--- config.mk ---
export PLATFORM = sky130hd
export DESIGN_NAME = phy_mdio_master
export DESIGN_NICKNAME = d
export VERILOG_FILES = /design/src/rtl/phy_mdio_master.sv
export SDC_FILE = /design/constraint.sdc
export NUM_CORES = 1
export LEC_CHECK = 0
export CAP_MARGIN = 10
export CORE_MARGIN = 3
export CORE_UTILIZATION = 55
export CTS_BUF_LIST = sky130_fd_sc_hd__clkbuf_8
export CTS_CLUSTER_DIAMETER = 120
export DETAILED_ROUTE_END_ITERATION = 6
export PLACE_DENSITY = 0.81
export SETUP_SLACK_MARGIN = 0.1
export SLEW_MARGIN = 40
export SYNTH_ARGS = -nofsm -noshare
export SYNTH_HDL_FRONTEND = slang
export SYNTH_SLANG_ARGS = --single-unit
--- constraint.sdc ---
create_clock -name rgmii_clk_in -period 3.1 [get_ports rgmii_clk_in]
set_clock_uncertainty 0.15 [all_clocks]
set_input_delay 0.62 -clock rgmii_clk_in [delete_from_list [all_inputs] [get_ports rgmii_clk_in]]
set_output_delay 0.62 -clock rgmii_clk_in [all_outputs]
set_load 0.01 [all_outputs]
--- src/rtl/phy_mdio_master.sv ---
// Clause 22 MDIO frame engine: serialises one register read/write per command, timed by an external MDC level.
// Optional macro MDIO_PREAMBLE_SUPPRESS_EN adds cmd_nopre, which skips the preamble for that command.
module phy_mdio_master #(
    parameter int PRE_LEN = 32
) (
    input  logic        rgmii_clk_in,
    input  logic        sys_rst_n,
    input  logic        mdc_in,
    input  logic        cmd_valid,
    output logic        cmd_ready,
    input  logic        cmd_rd,
    input  logic [4:0]  cmd_phyad,
    input  logic [4:0]  cmd_regad,
    input  logic [15:0] cmd_wdata,
`ifdef MDIO_PREAMBLE_SUPPRESS_EN
    input  logic        cmd_nopre,
`endif
    input  logic        mdio_i,
    output logic        mdio_o,
    output logic        mdio_t,
    output logic        rd_valid,
    output logic [15:0] rd_data,
    output logic        done,
    output logic        busy
);
    typedef enum logic [2:0] {S_IDLE, S_START, S_PRE, S_HDR, S_TA, S_DATA, S_END} state_t;

    state_t      state, state_nxt;
    logic        mdc_d, fall, rise, accept, in_frame;
    logic [1:0]  mdio_sync;
    logic [5:0]  cnt, cnt_nxt;
    logic [31:0] sh;
    logic [15:0] rd_sh;
    logic        is_rd, nopre, nopre_in;
    logic        last, shift, drv_o, drv_t;

`ifdef MDIO_PREAMBLE_SUPPRESS_EN
    assign nopre_in = cmd_nopre;
`else
    assign nopre_in = 1'b0;
`endif

    assign fall     = mdc_d & ~mdc_in;
    assign rise     = ~mdc_d & mdc_in;
    assign accept   = cmd_valid & cmd_ready;
    assign in_frame = state inside {S_START, S_PRE, S_HDR, S_TA, S_DATA};

    // cnt holds the number of bits already driven in the current field
    always_comb begin
        last = 1'b0;
        case (state)
            S_PRE:   last = (cnt == 6'(PRE_LEN));
            S_HDR:   last = (cnt == 6'd14);
            S_TA:    last = (cnt == 6'd2);
            S_DATA:  last = (cnt == 6'd16);
            default: last = 1'b0;
        endcase
    end

    always_ff @(posedge rgmii_clk_in or negedge sys_rst_n) begin
        if (!sys_rst_n) state <= S_IDLE;
        else            state <= state_nxt;
    end

    always_comb begin
        state_nxt = state;
        case (state)
            S_IDLE:  if (accept)        state_nxt = S_START;
            S_START: if (fall)          state_nxt = nopre ? S_HDR : S_PRE;
            S_PRE:   if (fall && last)  state_nxt = S_HDR;
            S_HDR:   if (fall && last)  state_nxt = S_TA;
            S_TA:    if (fall && last)  state_nxt = S_DATA;
            S_DATA:  if (fall && last)  state_nxt = S_END;
            S_END:                      state_nxt = S_IDLE;
            default:                    state_nxt = S_IDLE;
        endcase
    end

    // Value to present on the next fall; sh[31] is always the next post-preamble bit
    always_comb begin
        cmd_ready = (state == S_IDLE);
        busy      = (state != S_IDLE);
        drv_o     = 1'b1;
        drv_t     = 1'b0;
        shift     = 1'b0;
        cnt_nxt   = cnt + 6'd1;
        case (state)
            S_START: begin
                cnt_nxt = 6'd1;
                if (nopre) begin
                    drv_o = sh[31];
                    shift = 1'b1;
                end
            end
            S_PRE: if (last) begin
                drv_o   = sh[31];
                shift   = 1'b1;
                cnt_nxt = 6'd1;
            end
            S_HDR: begin
                drv_o = sh[31];
                shift = 1'b1;
                if (last) begin
                    drv_t   = is_rd;
                    cnt_nxt = 6'd1;
                end
            end
            S_TA: begin
                drv_o = sh[31];
                drv_t = is_rd;
                shift = 1'b1;
                if (last) cnt_nxt = 6'd1;
            end
            S_DATA: begin
                drv_o = sh[31];
                drv_t = is_rd | last;
                shift = ~last;
            end
            default: ;
        endcase
        if (drv_t) drv_o = 1'b1;
    end

    always_ff @(posedge rgmii_clk_in or negedge sys_rst_n) begin
        if (!sys_rst_n) begin
            mdc_d     <= 1'b0;
            mdio_sync <= 2'b11;
            cnt       <= '0;
            sh        <= '0;
            rd_sh     <= '0;
            is_rd     <= 1'b0;
            nopre     <= 1'b0;
            mdio_o    <= 1'b1;
            mdio_t    <= 1'b1;
            rd_valid  <= 1'b0;
            rd_data   <= '0;
            done      <= 1'b0;
        end else begin
            mdc_d     <= mdc_in;
            mdio_sync <= {mdio_sync[0], mdio_i};
            rd_valid  <= 1'b0;
            done      <= 1'b0;
            if (accept) begin
                is_rd <= cmd_rd;
                nopre <= nopre_in;
                cnt   <= '0;
                rd_sh <= '0;
                sh    <= {2'b01, (cmd_rd ? 2'b10 : 2'b01), cmd_phyad, cmd_regad, 2'b10, cmd_wdata};
            end
            if (fall && in_frame) begin
                mdio_o <= drv_o;
                mdio_t <= drv_t;
                cnt    <= cnt_nxt;
                if (shift) sh <= {sh[30:0], 1'b0};
                if (state == S_DATA && last) begin
                    done <= 1'b1;
                    if (is_rd) begin
                        rd_valid <= 1'b1;
                        rd_data  <= rd_sh;
                    end
                end
            end
            if (rise && state == S_DATA && is_rd) rd_sh <= {rd_sh[14:0], mdio_sync[1]};
        end
    end
endmodule

Word-level counts from Yosys, hierarchy flattened
Cells that the tools add are included.
{ "op_classes": {"n_addsub": 1, "eq_ne": 15, "muxes": 30, "bitwise": 7, "n_reduce_logical": 15} }
{ "op_table": {"columns": ["op", "count"], "rows": [
  ["$mux W32", 3],
  ["$mux W16", 2],
  ["$mux W3", 6],
  ["$mux W6", 3],
  ["$pmux W3 S6", 1],
  ["$pmux W6 S2", 1],
  ["$mux W1", 9],
  ["$ne A2 B1 Y1 const B", 4],
  ["$add A6 B1 Y6 const B", 1],
  ["$eq A3 B2 Y1 const B", 2],
  ["$eq A3 B3 Y1 const B", 2],
  ["$eq A6 B2 Y1 const B", 1],
  ["$eq A6 B4 Y1 const B", 1],
  ["$eq A6 B5 Y1 const B", 1],
  ["$eq A6 B6 Y1 const B", 1],
  ["$pmux W1 S3", 2],
  ["$reduce_and A6 Y1", 1],
  ["$reduce_or A3 Y1", 2],
  ["$logic_and A1 B1 Y1", 5],
  ["$reduce_bool A5 Y1", 1],
  ["$ne A2 B2 Y1 const B", 2],
  ["$pmux W1 S4", 1],
  ["$reduce_bool A2 Y1", 2],
  ["$and A1 B1 Y1", 3],
  ["9 further kinds", 11]
]} }
{ "word_totals": {"ff_bits": 81, "input_bits": 32, "wordCells": 80} }

Logic depth before layout (Yosys ltp)
Gate-level depths: netlist of the first run.
{ "depth": {"ltp_word": 6, "mapped_depth": 9} }

Worst setup path after synthesis of the first run
No wires, ideal clock.
{ "synth_path": {"path_type": "register -> register", "from": "reg state[1]", "to": "reg rd_data[10]", "setup_time_ps": 125, "arrival_time_ps": 2155, "path_slack_ps": 670, "path_stages_with_launch": 10, "synth_period_minus_slack_ps": 2430, "cell_sequence": "dfrtp_1 > buf_2 > nand2b_1 > a211oi_2 > o32a_2 > nand2b_4 > or3_1 > buf_4 > buf_6 > mux2_4"} }
{ "synth_between": {"elab_chain_len": 4} }
{ "synth_lines": {"columns": ["element", "line_no", "text"], "rows": [
  ["from (decl)", "28", "state_t state, state_nxt;"],
  ["from (signal assigned)", "62", "else state <= state_nxt;"],
  ["$eq A3 B3 Y1 (tied with other cells)", "46, 51, 155", null],
  ["$pmux W1 S4 or $reduce_bool A5 Y1 (tied branches)", "51, 46", null],
  ["$logic_and A1 B1 Y1 (on tied branches)", "155, 150", null],
  ["$reduce_and A3 Y1 (no source line) (*)", null, null],
  ["to (signal assigned)", "159", "rd_data <= rd_sh;"],
  ["to (decl)", "22", "output logic [15:0] rd_data,"]
]} }
Every way passes the cells marked *; elsewhere a longest branch is shown, timed or not.
A chain may end at the register's enable or synchronous reset.

Worst setup path after layout of the first run
{ "layout_path": {"from": "reg state[0]", "to": "out cmd_ready"} }
{ "layout_between": {"elab_chain_len": 1} }
{ "layout_lines": {"columns": ["element", "line_no", "text"], "rows": [
  ["$logic_not A3 Y1", "81", "cmd_ready = (state == S_IDLE);"],
  ["to (decl)", "10", "output logic cmd_ready,"]
]} }
Every way passes these cells.

==> results of run 1 <==
cell type report:
class | instances | area (µm²)
tap | 77 | 96.3
inverter | 3 | 11.3
clock inverter | 6 | 66.3
fill | 491 | 1880
timing repair buffer | 63 | 632
multi-input combinational | 254 | 1570
sequential | 81 | 2030
clock buffer | 10 | 138
per-layer routing:
metal / global-route usage / routed length [µm]
met1: 0.266 / 3410
met2: 0.323 / 3390
met3: 0.0433 / 350
met4: 0.0976 / 149
met5: 0 / 0
path summary, 6_finish.rpt:
check | depth (start not counted) | end | from
worst max-delay path | 4 | cmd_ready | state[0]
worst min-delay path | 1 | state[0] | sys_rst_n
worst max register to register | 7 | rd_data[10] | state[2]
worst min register to register | 0 | mdio_sync[1] | mdio_sync[0]
max in group asynchronous | 1 | cnt[3] | sys_rst_n
min in group rgmii_clk_in | 0 | mdio_sync[1] | mdio_sync[0]
registers in the layout, indices dropped and copies added, names as in the netlist:
signal	count
state	3
cnt	6
mdio_sync	2
rd_data	16
rd_sh	16
done	1
is_rd	1
mdio_t	1
mdio_o	1
sh	32
rd_valid	1
mdc_d	1
stage by stage:
stage,worst slack [ns],cells
after floorplan,0.670,361
after global placement,0.468,478
after detailed placement,0.457,478
after CTS,0.277,494
after global routing,0.202,494
final,0.292,494
cells by family after synthesis:
kind of cell    Yosys count  share of synthesized area
compound gates           77                      0.121
xor+xnor                  4                    0.00947
fa+ha+maj                 1                    0.00338
buf+inv                  26                     0.0311
flops                    81                      0.549
mux                      42                      0.128
simple gates            130                      0.158
placed cells by master, fill, tap and decap left out, drive strengths merged, types with 5 or more instances in the layout:
master / instances
o21ai: 55
mux2: 16
mux2i: 26
nand3: 5
inv: 5
a21oi: 8
buf: 11
dfrtp: 77
nand2: 85
nor2: 9
clkbuf: 10
nand2b: 6
clkdlybuf4s50: 52
worst reg2reg max path, delay by kind of cell (launching register included):
family / cells / cell delay [ns]
AOI/OAI and AO/OA: 2 / 0.69
and+or+nand+nor: 3 / 0.55
DFF: 1 / 0.59
buffers and inverters: 1 / 0.23
muxes: 1 / 0.32
power by group through the flow:
| stage | clock (mW) | sequential (mW) | combinational [mW] |
|---|---|---|---|
| after detailed placement | 0 | 1.45 | 0.698 |
| after CTS | 0.802 | 1.44 | 0.706 |
| final | 0.781 | 1.44 | 0.696 |
| after global routing | 0.845 | 1.47 | 0.797 |
| after global placement | 0 | 1.44 | 0.677 |
| after floorplan | 0 | 1.38 | 0.509 |
==> flow_metrics.env, run 1 <==
export IMPL_outcome="complete, no violations"
export IMPL_fin_crit_ns=2.81
export IMPL_postLayoutCellArea_um2=4540
export IMPL_synth_cells_most_frequent="nand2_1 (85), dfrtp_1 (77), o21ai_0 (55)"
export IMPL_yosys_warnings=0
export IMPL_layout_drive_gt1_share=0.129
export IMPL_drtIter0Drc=145
export IMPL_root_buffer="clkbuf_8"
export IMPL_cts_hold_buf=0
export IMPL_routabilityCongestion=0.843
export IMPL_numCtsBuffers=9
export IMPL_dr_total_vias=2709
export IMPL_ios=54
export IMPL_synthToLayoutAreaGrowth_pct=22.9
export IMPL_cts_sinks=81
export IMPL_ir_worst_vdd_uv=369
export IMPL_min_path_type="input port to asynchronous set/reset pin"
export IMPL_initial_utilization=0.576
export IMPL_combPwrFrac=0.238
export IMPL_cpPeakStageDelay_ns=0.52
export IMPL_grt_pass1_vias=2656
export IMPL_crit_slowest_cell="clkdlybuf4s50_1"
export IMPL_synth_top_area_share=0.521
export IMPL_seq_power_share=0.494
export IMPL_p_leak_nw=1.95
export IMPL_core_um2=6420
export IMPL_tightest_slew_ns=0.714
export IMPL_grt_pass1_wl_um=12100
export IMPL_cts_tree="done"
export IMPL_synthesis_nets=394
export IMPL_syn_area_per_cell_um2=10.2
export IMPL_clk_path_buf_depth=2
export IMPL_chipHeight_um=88.0
export IMPL_path_delay_family="buffers and inverters"
export IMPL_placed_area_um2=4340
export IMPL_drtAntennaViolNets=0
export IMPL_drv_slew=0
export IMPL_timing_fmax_ghz=0.356
export IMPL_synth_area_um2=3700
export IMPL_end_kind="output pin"
export IMPL_wl_per_cell_um=14.8
export IMPL_portBuffers=53
export IMPL_hold_slack_ns=0.125
export IMPL_power_mw=2.92
export IMPL_synth_main_ff_cell="dfrtp_1"
export IMPL_ys_ff_latch=81
export IMPL_clkPwrFrac=0.268
export IMPL_yosysUniqueCellTypes=43
export IMPL_synth_most_common_cell="nand2_1"
export IMPL_clk_latency_ns=0.35
export IMPL_critPathKind="flop to output pin"
export IMPL_grt_max_degree=82
export IMPL_setup_viol=0
export IMPL_track_usage=0.203
export IMPL_worstPathMaxFanout=10
export IMPL_swShare=0.319
export IMPL_p_per_area_nw_per_um2=642
export IMPL_path_buf_inv=3
export IMPL_worstPathRequired_ns=2.33
export IMPL_cts_setup_buffers=0
export IMPL_ys_async_sr_fraction=1.00
export IMPL_path_clk_slew_ns=0.08
export IMPL_fin_nets=445
export IMPL_finalCritPeriodShare=0.906
export IMPL_critPathLaunchType="flop"
export IMPL_arrival_ns=2.04
export IMPL_fin_util=0.708
export IMPL_synth_top_area_cell="dfrtp_1"
export IMPL_ys_seq_area_frac=0.549
export IMPL_fin_setup_tns_ns=0
export IMPL_htreeDepth=3
export IMPL_synthTopCellsByArea="dfrtp_1 (52%), nand2_1 (8.6%), o21ai_0 (7.4%)"
export IMPL_rsz0062_at_grt="no"
export IMPL_p_sw_mw=0.929
export IMPL_p_int_mw=1.99
export IMPL_post_cts_resized=0
export IMPL_antenna_found_initial=0
export IMPL_via_per_inst=5.48
export IMPL_synthCells=361
export IMPL_drc=0
export IMPL_die_area_um2=7740
export IMPL_wirelength_um=7300
export IMPL_final_hold_viol_count=0
export IMPL_worst_slew_margin_rel=0.524
export IMPL_die_w_um=88.0
export IMPL_grt_ovfl_total=0
export IMPL_insertedDiodeCount=0
export IMPL_rrSetupSlack_ns=0.45
export IMPL_dr_pass1_iters=5
export IMPL_rows=29
export IMPL_crit_chain="buf_4 > or3_1 > inv_1 > clkdlybuf4s50_1"
export IMPL_synth_edf_count=0
export IMPL_maxCapViolations=0
export IMPL_place_hpwl_um=4990
No activity file was read; power rests on OpenSTA's default activity.
==> run 2, diff against run 1 <==
--- a/config.mk
+++ b/config.mk
@@ -7,11 +7,12 @@
 export LEC_CHECK = 0
 export CAP_MARGIN = 10
 export CORE_MARGIN = 3
-export CORE_UTILIZATION = 55
+export CORE_UTILIZATION = 51
 export CTS_BUF_LIST = sky130_fd_sc_hd__clkbuf_8
 export CTS_CLUSTER_DIAMETER = 120
 export DETAILED_ROUTE_END_ITERATION = 6
-export PLACE_DENSITY = 0.81
+export MAX_ROUTING_LAYER = met4
+export PLACE_DENSITY = 0.76
 export SETUP_SLACK_MARGIN = 0.1
 export SLEW_MARGIN = 40
 export SYNTH_ARGS = -nofsm -noshare
==> flow_metrics.env, run 2 (same netlist as run 1, synthesis figures left out) <==
export IMPL_drc=0
export IMPL_cts_setup_buffers=0
export IMPL_multiInputGateArea_um2=1570
export IMPL_top_register="sh"
export IMPL_final_cell_mix="nand2_1 (85), dfrtp_1 (77), o21ai_0 (55), clkdlybuf4s50_1 (52), mux2i_1 (25)"
export IMPL_root_buffer="clkbuf_8"
export IMPL_numCtsBuffers=9
export IMPL_insertedDiodeCount=0
export IMPL_min_path_type="input port to asynchronous set/reset pin"
export IMPL_largest_reg_flops=32
export IMPL_clk_latency_ns=0.35
export IMPL_post_cts_resized=0
export IMPL_path_delay_family="buffers and inverters"
export IMPL_tightest_slew_ns=0.712
export IMPL_dr_pass1_iters=4
export IMPL_cts_hold_buf=0
export IMPL_initial_utilization=0.536
export IMPL_worstPathMaxFanout=11
export IMPL_cts_sinks=81
export IMPL_p_per_area_nw_per_um2=652
export IMPL_htreeDepth=3
export IMPL_path_buf_inv=3
export IMPL_wl_met2_um=3520
export IMPL_rrSetupSlack_ns=0.44
export IMPL_ir_worst_vdd_uv=480
export IMPL_fin_crit_ns=2.80
export IMPL_drtIter0Drc=165
export IMPL_seqCellArea_um2=2030
export IMPL_outcome="complete, no violations"
export IMPL_die_w_um=91.2
export IMPL_wl_met1_um=3230
export IMPL_dr_max_layer_used="met4"
export IMPL_n_fill_cell=567
export IMPL_antenna_found_initial=0
export IMPL_r2r_start="state[2]"
export IMPL_worstPathRequired_ns=2.33
export IMPL_critPathLaunchType="flop"
export IMPL_wl_per_cell_um=14.2
export IMPL_rsz0062_at_grt="no"
export IMPL_fin_setup_tns_ns=0
export IMPL_setup_viol=0
export IMPL_path_clk_slew_ns=0.08
export IMPL_critPathLaunch="state[0]"
export IMPL_rows=30
export IMPL_track_usage=0.194
export IMPL_cts_tree="done"
export IMPL_end_kind="output pin"
export IMPL_crit_path_end="cmd_ready"
export IMPL_grt_ovfl_total=0
export IMPL_core_um2=6910
export IMPL_drtAntennaViolNets=0
export IMPL_route_met3_wl_um=423
export IMPL_grt_pass1_vias=2733
export IMPL_cpPeakStageDelay_ns=0.53
export IMPL_critPathKind="flop to output pin"
export IMPL_routabilityCongestion=1.01
export IMPL_timing_fmax_ghz=0.357
export IMPL_power_mw=2.99
export IMPL_arrival_ns=2.03
export IMPL_ios=54
export IMPL_rr_endpoint="rd_data[11]"
export IMPL_p_leak_nw=1.95
export IMPL_final_hold_viol_count=0
export IMPL_grt_pass1_wl_um=12600
export IMPL_clk_path_buf_depth=2
export IMPL_crit_chain="buf_4 > or3_1 > inv_1 > clkdlybuf4s50_1"
export IMPL_die_area_um2=8310
export IMPL_fin_nets=443
export IMPL_reg2reg_depth=7
export IMPL_place_hpwl_um=4860
export IMPL_finalCritPeriodShare=0.904
export IMPL_chipHeight_um=91.2
export IMPL_worst_slew_margin_rel=0.526
export IMPL_drv_slew=0
export IMPL_reg_top3="sh x32, rd_data x16, rd_sh x16"
export IMPL_layout_drive_gt1_share=0.130
export IMPL_maxCapViolations=0
export IMPL_grt_max_degree=82
export IMPL_cp_depth=4
export IMPL_synthToLayoutAreaGrowth_pct=23.7
export IMPL_dr_total_vias=2721
export IMPL_crit_slowest_cell="clkdlybuf4s50_1"
export IMPL_portBuffers=53
export IMPL_wirelength_um=7250
export IMPL_layout_commonest_cell="nand2_1"
export IMPL_via_per_inst=5.32
## run 2: changes by cell type in the layout (fill, tap and decap cells not counted), sizes merged
| cell | delta |
|---|---|
| clkinv | -1 |
| inv | +1 |
| clkbuf | -1 |
| bufinv | +1 |
| buf | -2 |
## run 2: routing by layer
metal	vias to the layer above	global-route usage
met3	8	0.0688
met5	-	-
met2	71	0.309
met4	0	0.0578
li1	1330	-
met1	1312	0.234
## run 2: worst min-delay path by stage
stage               cells past startpoint          from            to  slack, ns
floorplan                               0     sys_rst_n        cnt[0]       0.17
global placement                        0  mdio_sync[0]  mdio_sync[1]       0.20
detailed placement                      0  mdio_sync[0]  mdio_sync[1]       0.20
CTS                                     1     sys_rst_n        cnt[2]       0.17
global route                            1     sys_rst_n        cnt[2]       0.17
finish                                  1     sys_rst_n        cnt[2]       0.14
## run 2: final cells by class
type                            count  area share
Multi-Input combinational cell    254       0.343
Sequential cell                    81       0.444
Clock buffer                        9      0.0271
Clock inverter                      7      0.0221
Tap cell                           96      0.0263
Timing Repair Buffer               61       0.135
Inverter                            3     0.00246
## run 2: worst reg2reg max path: cells and delay by family, from the launching register on
family / cells / cell delay, ns
AOI/OAI and AO/OA: 2 / 0.69
buffers and inverters: 1 / 0.23
DFF: 1 / 0.59
muxes: 1 / 0.32
and+or+nand+nor: 3 / 0.57
## run 2: stage by stage
step	utilization	setup WS [ns]	std cells	instance area, µm²	hold slack [ns]
finish	0.663	0.297	511	4580	0.145
global route	0.663	0.220	511	4580	0.170
CTS	0.663	0.293	511	4580	0.173
detailed placement	0.630	0.467	495	4350	0.200
global placement	0.629	0.519	495	4350	0.196
floorplan	-	0.670	361	3700	0.174
## run 2: power by group
part | internal, mW | switching (mW) | leakage [nW] | total, mW
combinational | 0.326 | 0.363 | 0.766 | 0.689
sequential | 1.26 | 0.171 | 1.08 | 1.43
clock | 0.462 | 0.402 | 0.107 | 0.864
==> RTL edit 1: new RTL, config.mk and constraints of run 2 <==
Make the reset (`sys_rst_n`) synchronous in 2 clocked blocks.
--- a/src/rtl/phy_mdio_master.sv
+++ b/src/rtl/phy_mdio_master.sv
@@ -57,7 +57,7 @@
         endcase
     end
 
-    always_ff @(posedge rgmii_clk_in or negedge sys_rst_n) begin
+    always_ff @(posedge rgmii_clk_in) begin
         if (!sys_rst_n) state <= S_IDLE;
         else            state <= state_nxt;
     end
@@ -121,7 +121,7 @@
         if (drv_t) drv_o = 1'b1;
     end
 
-    always_ff @(posedge rgmii_clk_in or negedge sys_rst_n) begin
+    always_ff @(posedge rgmii_clk_in) begin
         if (!sys_rst_n) begin
             mdc_d     <= 1'b0;
             mdio_sync <= 2'b11;
Function: differs if sys_rst_n is asserted again (counterexample within 4 cycles, from zero or initial values and one cycle with sys_rst_n low); with sys_rst_n held inactive, the same outputs for 10 cycles.
==> RTL edit 1 against run 2 <==
- worst setup slack gained 0.17 ns
- routed wire length grew 17%
- final area shrank 1.6%
- area after synthesis shrank 0.14%
- register-to-register slack gained 0.03 ns
- sequential cell count is the same
- critical endpoint unchanged
- highest routed layer unchanged
Power is not compared: it rests on default switching activity, and its combinational part moved more than twofold at a synthesized area within 25%.
==> RTL edit 1: results (changes against run 2) <==
Outcome
  • Outcome: finished clean

Clocking
  • CTS root buffer: clkbuf_8
  • Skew-Pair Late Insertion Delay: 0.35 ns (about the same)
  • Bufs on Longest Clock Path: 2 (unchanged)
  • CTS resizes: 0 (unchanged)
  • Clock transition at path regs: 0.08 ns (about the same)
  • Post-CTS Hold Fix Bufs: 0 (unchanged)
  • H-tree depth: 3 (unchanged)
  • Post-CTS setup buffers: 0 (unchanged)
  • Num CTS Buffers: 9 (unchanged)

Logic synthesis
  • Synth async-reset ratio: 0% (-100 points)
  • Yosys warnings: 0 (unchanged)
  • Most frequent cells after synthesis: nand2_1 (93), dfxtp_1 (81), a31oi_1 (30)
  • Cells after synthesis: 422 (+17%)
  • Sequential area share after synthesis: 43.9% (-11 points)
  • Top cells by area in the synthesized netlist: dfxtp_1 (44%), a311oi_2 (10%), nand2_1 (9.5%)
  • Primary FF master, synth: dfxtp_1
  • Number of synthesized flops with an enable pin: 0 (unchanged)
  • Post-Syn Nets: 455 (+15%)
  • Count of different cell masters after synthesis: 46 (+7.0%)

Final layout
  • Antenna cells: 0 (unchanged)
  • Nets@finish: 499 (+13%)
  • Layout cells sized above 1: 14.0% (+1.0 points)
  • Fill cells: 620 (+9.3%)
  • Largest regs: sh x32, rd_data x16, rd_sh x16

Placement
  • PortBufs: 53 (unchanged)
  • GPL Wtd Cong: 0.909 (-10%)
  • HPWL Detailed: 5460 um (+12%)
  • Pre-CTS setup slack: 0.377 ns (-0.0902 ns)
  • Placed cells: 551 (+11%)

Global route
  • First-pass GRT wire length: 14300 um (+13%)
  • GRT Overall Usage: 21.4% (+1.9 points)
  • Pin count of the biggest net entering global routing: 47 (-43%)
  • Antenna violations before repair: 0 (unchanged)
  • Vias in the first global route: 3062 (+12%)

Power and ir drop
  • P_leak: 1.62 nW
  • Peak supply drop: 258 uV

Worst setup path
  • Worst Path Arrival: 1.87 ns (-0.16 ns)
  • Crit path max fanout: 16 (+5)
  • Critical Setup Path Class: reg -> out

Route
  • DR WL/cell: 15.0 um (+5.6%)
  • Detailed Route WL: 8480 um (+17%)
  • DRT Pass-1 Iters: 5 (+1)
  • Via count: 3251 (+19%)
  • 1st-iter DRT viols: 265 (+61%)

STA
  • Least-Margin Pin Slew: 0.682 ns (-0.0294 ns)

Worst hold path
  • Worst Hold Class: reg -> reg
-- RTL edit 1: cell count changes in the layout (fill, tap and decap cells not counted), sizes merged, moves of 8 or more --
cell,change
mux2i,-20
o21ai,-30
a22oi,+17
nand3,+19
nor2,+17
dfrtp,-77
mux2,-16
a311oi,+26
dfxtp,+81
nand2,+8
a31oi,+30
-- RTL edit 1: report_power, final --
part	switching (mW)	leakage [nW]	total (mW)	internal, mW
registers	0.0197	0.659	1.09	1.07
logic	0.117	0.848	0.216	0.0992
clock network	0.370	0.111	0.816	0.446
total	0.506	1.62	2.13	1.62
-- RTL edit 1: worst max-delay path, stage by stage, from the launching register on --
cell	delay, ns
dfxtp_1	0.32
buf_4	0.18
or3_1	0.36
inv_1	0.11
clkdlybuf4s50_1	0.54
-- RTL edit 1: through the flow --
| stage | hold slack, ns | utilization (%) | power (mW) | instance area [um^2] |
|---|---|---|---|---|
| after floorplan | 0.236 | - | 1.25 | 3690 |
| after global placement | 0.246 | 62.2 | 1.33 | 4290 |
| after detailed placement | 0.259 | 62.2 | 1.33 | 4300 |
| after CTS | 0.278 | 65.2 | 2.14 | 4500 |
| after global routing | 0.291 | 65.2 | 2.20 | 4500 |
| final | 0.270 | 65.2 | 2.13 | 4500 |
-- RTL edit 1: kinds of logic (layout without fill, tap and decap cells) --
| kind of cell | Yosys count | in the layout | synth area share (%) |
|---|---|---|---|
| mux | 6 | 6 | 1.63 |
| compound gates | 116 | 116 | 26.7 |
| fa+ha+maj | 1 | 1 | 0.339 |
| simple gates | 177 | 177 | 21.8 |
| xor+xnor | 3 | 3 | 0.915 |
| buf+inv | 38 | 86 | 4.74 |
| flops | 81 | 81 | 43.9 |
-- RTL edit 1: final cells by class --
cell class	count	area share (%)
clock buffer	9	2.75
clock inverter	6	1.83
inverter	2	0.167
multi-input combinational	303	42.2
sequential	81	36.0
tap	96	2.67
timing repair buffer	69	14.3
-- RTL edit 1: final timing paths --
kind                            cells after the start      endpoint  slack (ns)          from
worst max-delay path                                4     cmd_ready        0.46      state[0]
worst min-delay path                                1  mdio_sync[1]        0.27  mdio_sync[0]
worst min register to register                      1  mdio_sync[1]        0.27  mdio_sync[0]
worst max register to register                      8        sh[22]        0.47      state[2]
-- RTL edit 1: per-layer routing --
layer	global-route usage [%]	vias to the layer above	part of all wire, %
li1	-	1625	-
met1	28.1	1532	48
met2	32.4	83	46
met3	3.15	11	4.0
met4	10.2	0	1.6
met5	-	-	0
==> RTL edit 2: new RTL, flow settings as in run 2 <==
Without the edit above. Add a define of `MDIO_PREAMBLE_SUPPRESS_EN`.
--- a/src/rtl/phy_mdio_master.sv
+++ b/src/rtl/phy_mdio_master.sv
@@ -1,5 +1,7 @@
 // Clause 22 MDIO frame engine: serialises one register read/write per command, timed by an external MDC level.
 // Optional macro MDIO_PREAMBLE_SUPPRESS_EN adds cmd_nopre, which skips the preamble for that command.
+`define MDIO_PREAMBLE_SUPPRESS_EN
+
 module phy_mdio_master #(
     parameter int PRE_LEN = 32
 ) (
Interface: changed (added cmd_nopre); port bits go from 54 to 55. The function was not compared with the original's and may differ.
==> RTL edit 2 against run 2 <==
- first-iteration DRC count shrank 45%
- sequential cell count grew 1
- final area grew 1.8%
- sequential power grew 6%
- combinational power grew 44%
- worst setup slack lost 0.084 ns
- routed wire length shrank 1.3%
- total power grew 7.3%
- area after synthesis grew 4.1%
- synthesized cell count grew 6.6%
- maximum frequency shrank 2.9%
==> RTL edit 2: results (changes against run 2) <==
Outcome
  • Outcome: finished clean

Placement
  • HPWL Detailed: 4690 um (-3.4%)
  • Dpl cell area: 4480 um^2 (+3.0%)
  • Pre-CTS setup slack: 0.364 ns (-0.103 ns)
  • Placed cells: 522 (+5.5%)
  • GPL Wtd Cong: 0.898 (-11%)
  • PortBufs: 54 (+1.9%)

Clocking
  • H-tree depth: 3 (unchanged)
  • CTS resizes: 0 (unchanged)
  • Clock transition at path regs: 0.09 ns
  • Skew-Pair Late Insertion Delay: 0.36 ns
  • Bufs on Longest Clock Path: 2 (unchanged)
  • Num CTS Buffers: 9 (unchanged)
  • Post-CTS setup buffers: 0 (unchanged)

Worst setup path
  • Worst setup endpoint: cmd_ready
  • Crit-path leading delay family: simple AND/OR/NAND/NOR gates
  • Worst Path Arrival: 2.12 ns (+0.09 ns)
  • Critical Setup Path Class: reg -> out
  • Critical path's largest stage delay: 0.60 ns (+0.07 ns)
  • Cell depth of the worst flop-to-flop path: 7 (unchanged)
  • Crit path max fanout: 16 (+5)
  • Reg2reg end: rd_data[14]
  • Cell at the slowest stage of the critical path: clkdlybuf4s50_1
  • FF-to-FF Start: state[2]
  • Reg2reg setup slack: 0.32 ns (-0.12 ns)

Logic synthesis
  • Mux cell area share after synthesis: 15.3% (+2.5 points)
  • Post-Syn Nets: 419 (+6.3%)
  • Sequential area share after synthesis: 53.4% (-1.5 points)
  • Yosys top cell by area: dfrtp_1
  • Count of different cell masters after synthesis: 45 (+4.7%)
  • Synth Area in Adders: 0.325% (-0.013 points)
  • Synth Area in XOR/XNOR: 0.455% (-0.49 points)
  • Most frequent cells after synthesis: nand2_1 (127), dfrtp_1 (78), mux2_2 (35)
  • Cells after synthesis: 385 (+6.6%)
  • Synth Area in Compound Gates: 8.81% (-3.3 points)
  • Top cells by area in the synthesized netlist: dfrtp_1 (51%), nand2_1 (12%), mux2_2 (10%)

STA
  • WHS: 0.143 ns (-0.00154 ns)
  • Least-Margin Pin Slew: 0.708 ns (-0.00316 ns)
  • FMAX: 346 MHz (-2.9%)

Global route
  • Vias in the first global route: 2616 (-4.3%)
  • First-pass GRT wire length: 12100 um (-3.8%)
  • GRT Overall Usage: 17.9% (-1.6 points)
  • Pin count of the biggest net entering global routing: 83 (+1.2%)

Power and ir drop
  • Peak supply drop: 357 uV (-26%)
  • P_leak: 2.19 nW (+13%)

Worst hold path
  • Worst Hold Class: in -> async

Route
  • DRT Pass-1 Iters: 4 (unchanged)
  • DR WL/cell: 13.3 um (-6.3%)
  • 1st-iter DRT viols: 90 (-45%)
  • Vias per cell: 5.13 (-3.6%)
  • Detailed Route WL: 7160 um (-1.3%)

Final layout
  • Nets@finish: 468 (+5.6%)
  • Layout cells sized above 1: 17.8% (+4.8 points)
  • Largest regs: sh x32, rd_data x16, rd_sh x16
  • Fill cells: 638 (+13%)
RTL edit 2: cell types whose count changed in the layout (fill, tap and decap cells not counted), moves of 3 or more:
| cell | before | now |
|---|---|---|
| nor2b_1 | 4 | 1 |
| mux2_2 | 7 | 35 |
| mux2i_1 | 25 | 5 |
| inv_1 | 3 | 11 |
| nand3b_1 | 3 | 0 |
| a31oi_1 | 0 | 6 |
| nand2_1 | 85 | 127 |
| xor2_1 | 3 | 0 |
| a21oi_1 | 8 | 11 |
| o21ai_0 | 55 | 22 |
RTL edit 2: worst register-to-register path: cells and delay by family (launching register included):
kind	cells	cell delay [ns]
AOI/OAI and AO/OA	2	0.57
buffers and inverters	1	0.23
DFF	1	0.59
muxes	1	0.32
and+or+nand+nor	3	0.81
RTL edit 2: layout make-up:
| cell class | count | area (um^2) | share of cell area, % |
|---|---|---|---|
| clock inverters | 7 | 52.6 | 1.13 |
| clock buffers | 9 | 124 | 2.66 |
| flip-flops and latches | 82 | 2060 | 44.2 |
| well taps | 99 | 124 | 2.66 |
| inverters | 11 | 41.3 | 0.887 |
| multi-input cells | 271 | 1670 | 35.8 |
| repair buffers | 59 | 592 | 12.7 |
RTL edit 2: metal layers:
| metal | vias to the layer above | track usage [%] | wire, um |
|---|---|---|---|
| li1 | 1383 | - | - |
| met1 | 1323 | 22.7 | 3360 |
| met2 | 48 | 28.1 | 3460 |
| met3 | 8 | 4.06 | 258 |
| met4 | 0 | 6.59 | 74 |
| met5 | - | - | 0 |
RTL edit 2: power breakdown:
| part | switching (mW) | internal (mW) |
|---|---|---|
| clock | 0.411 | 0.294 |
| combinational | 0.484 | 0.505 |
| sequential | 0.190 | 1.32 |
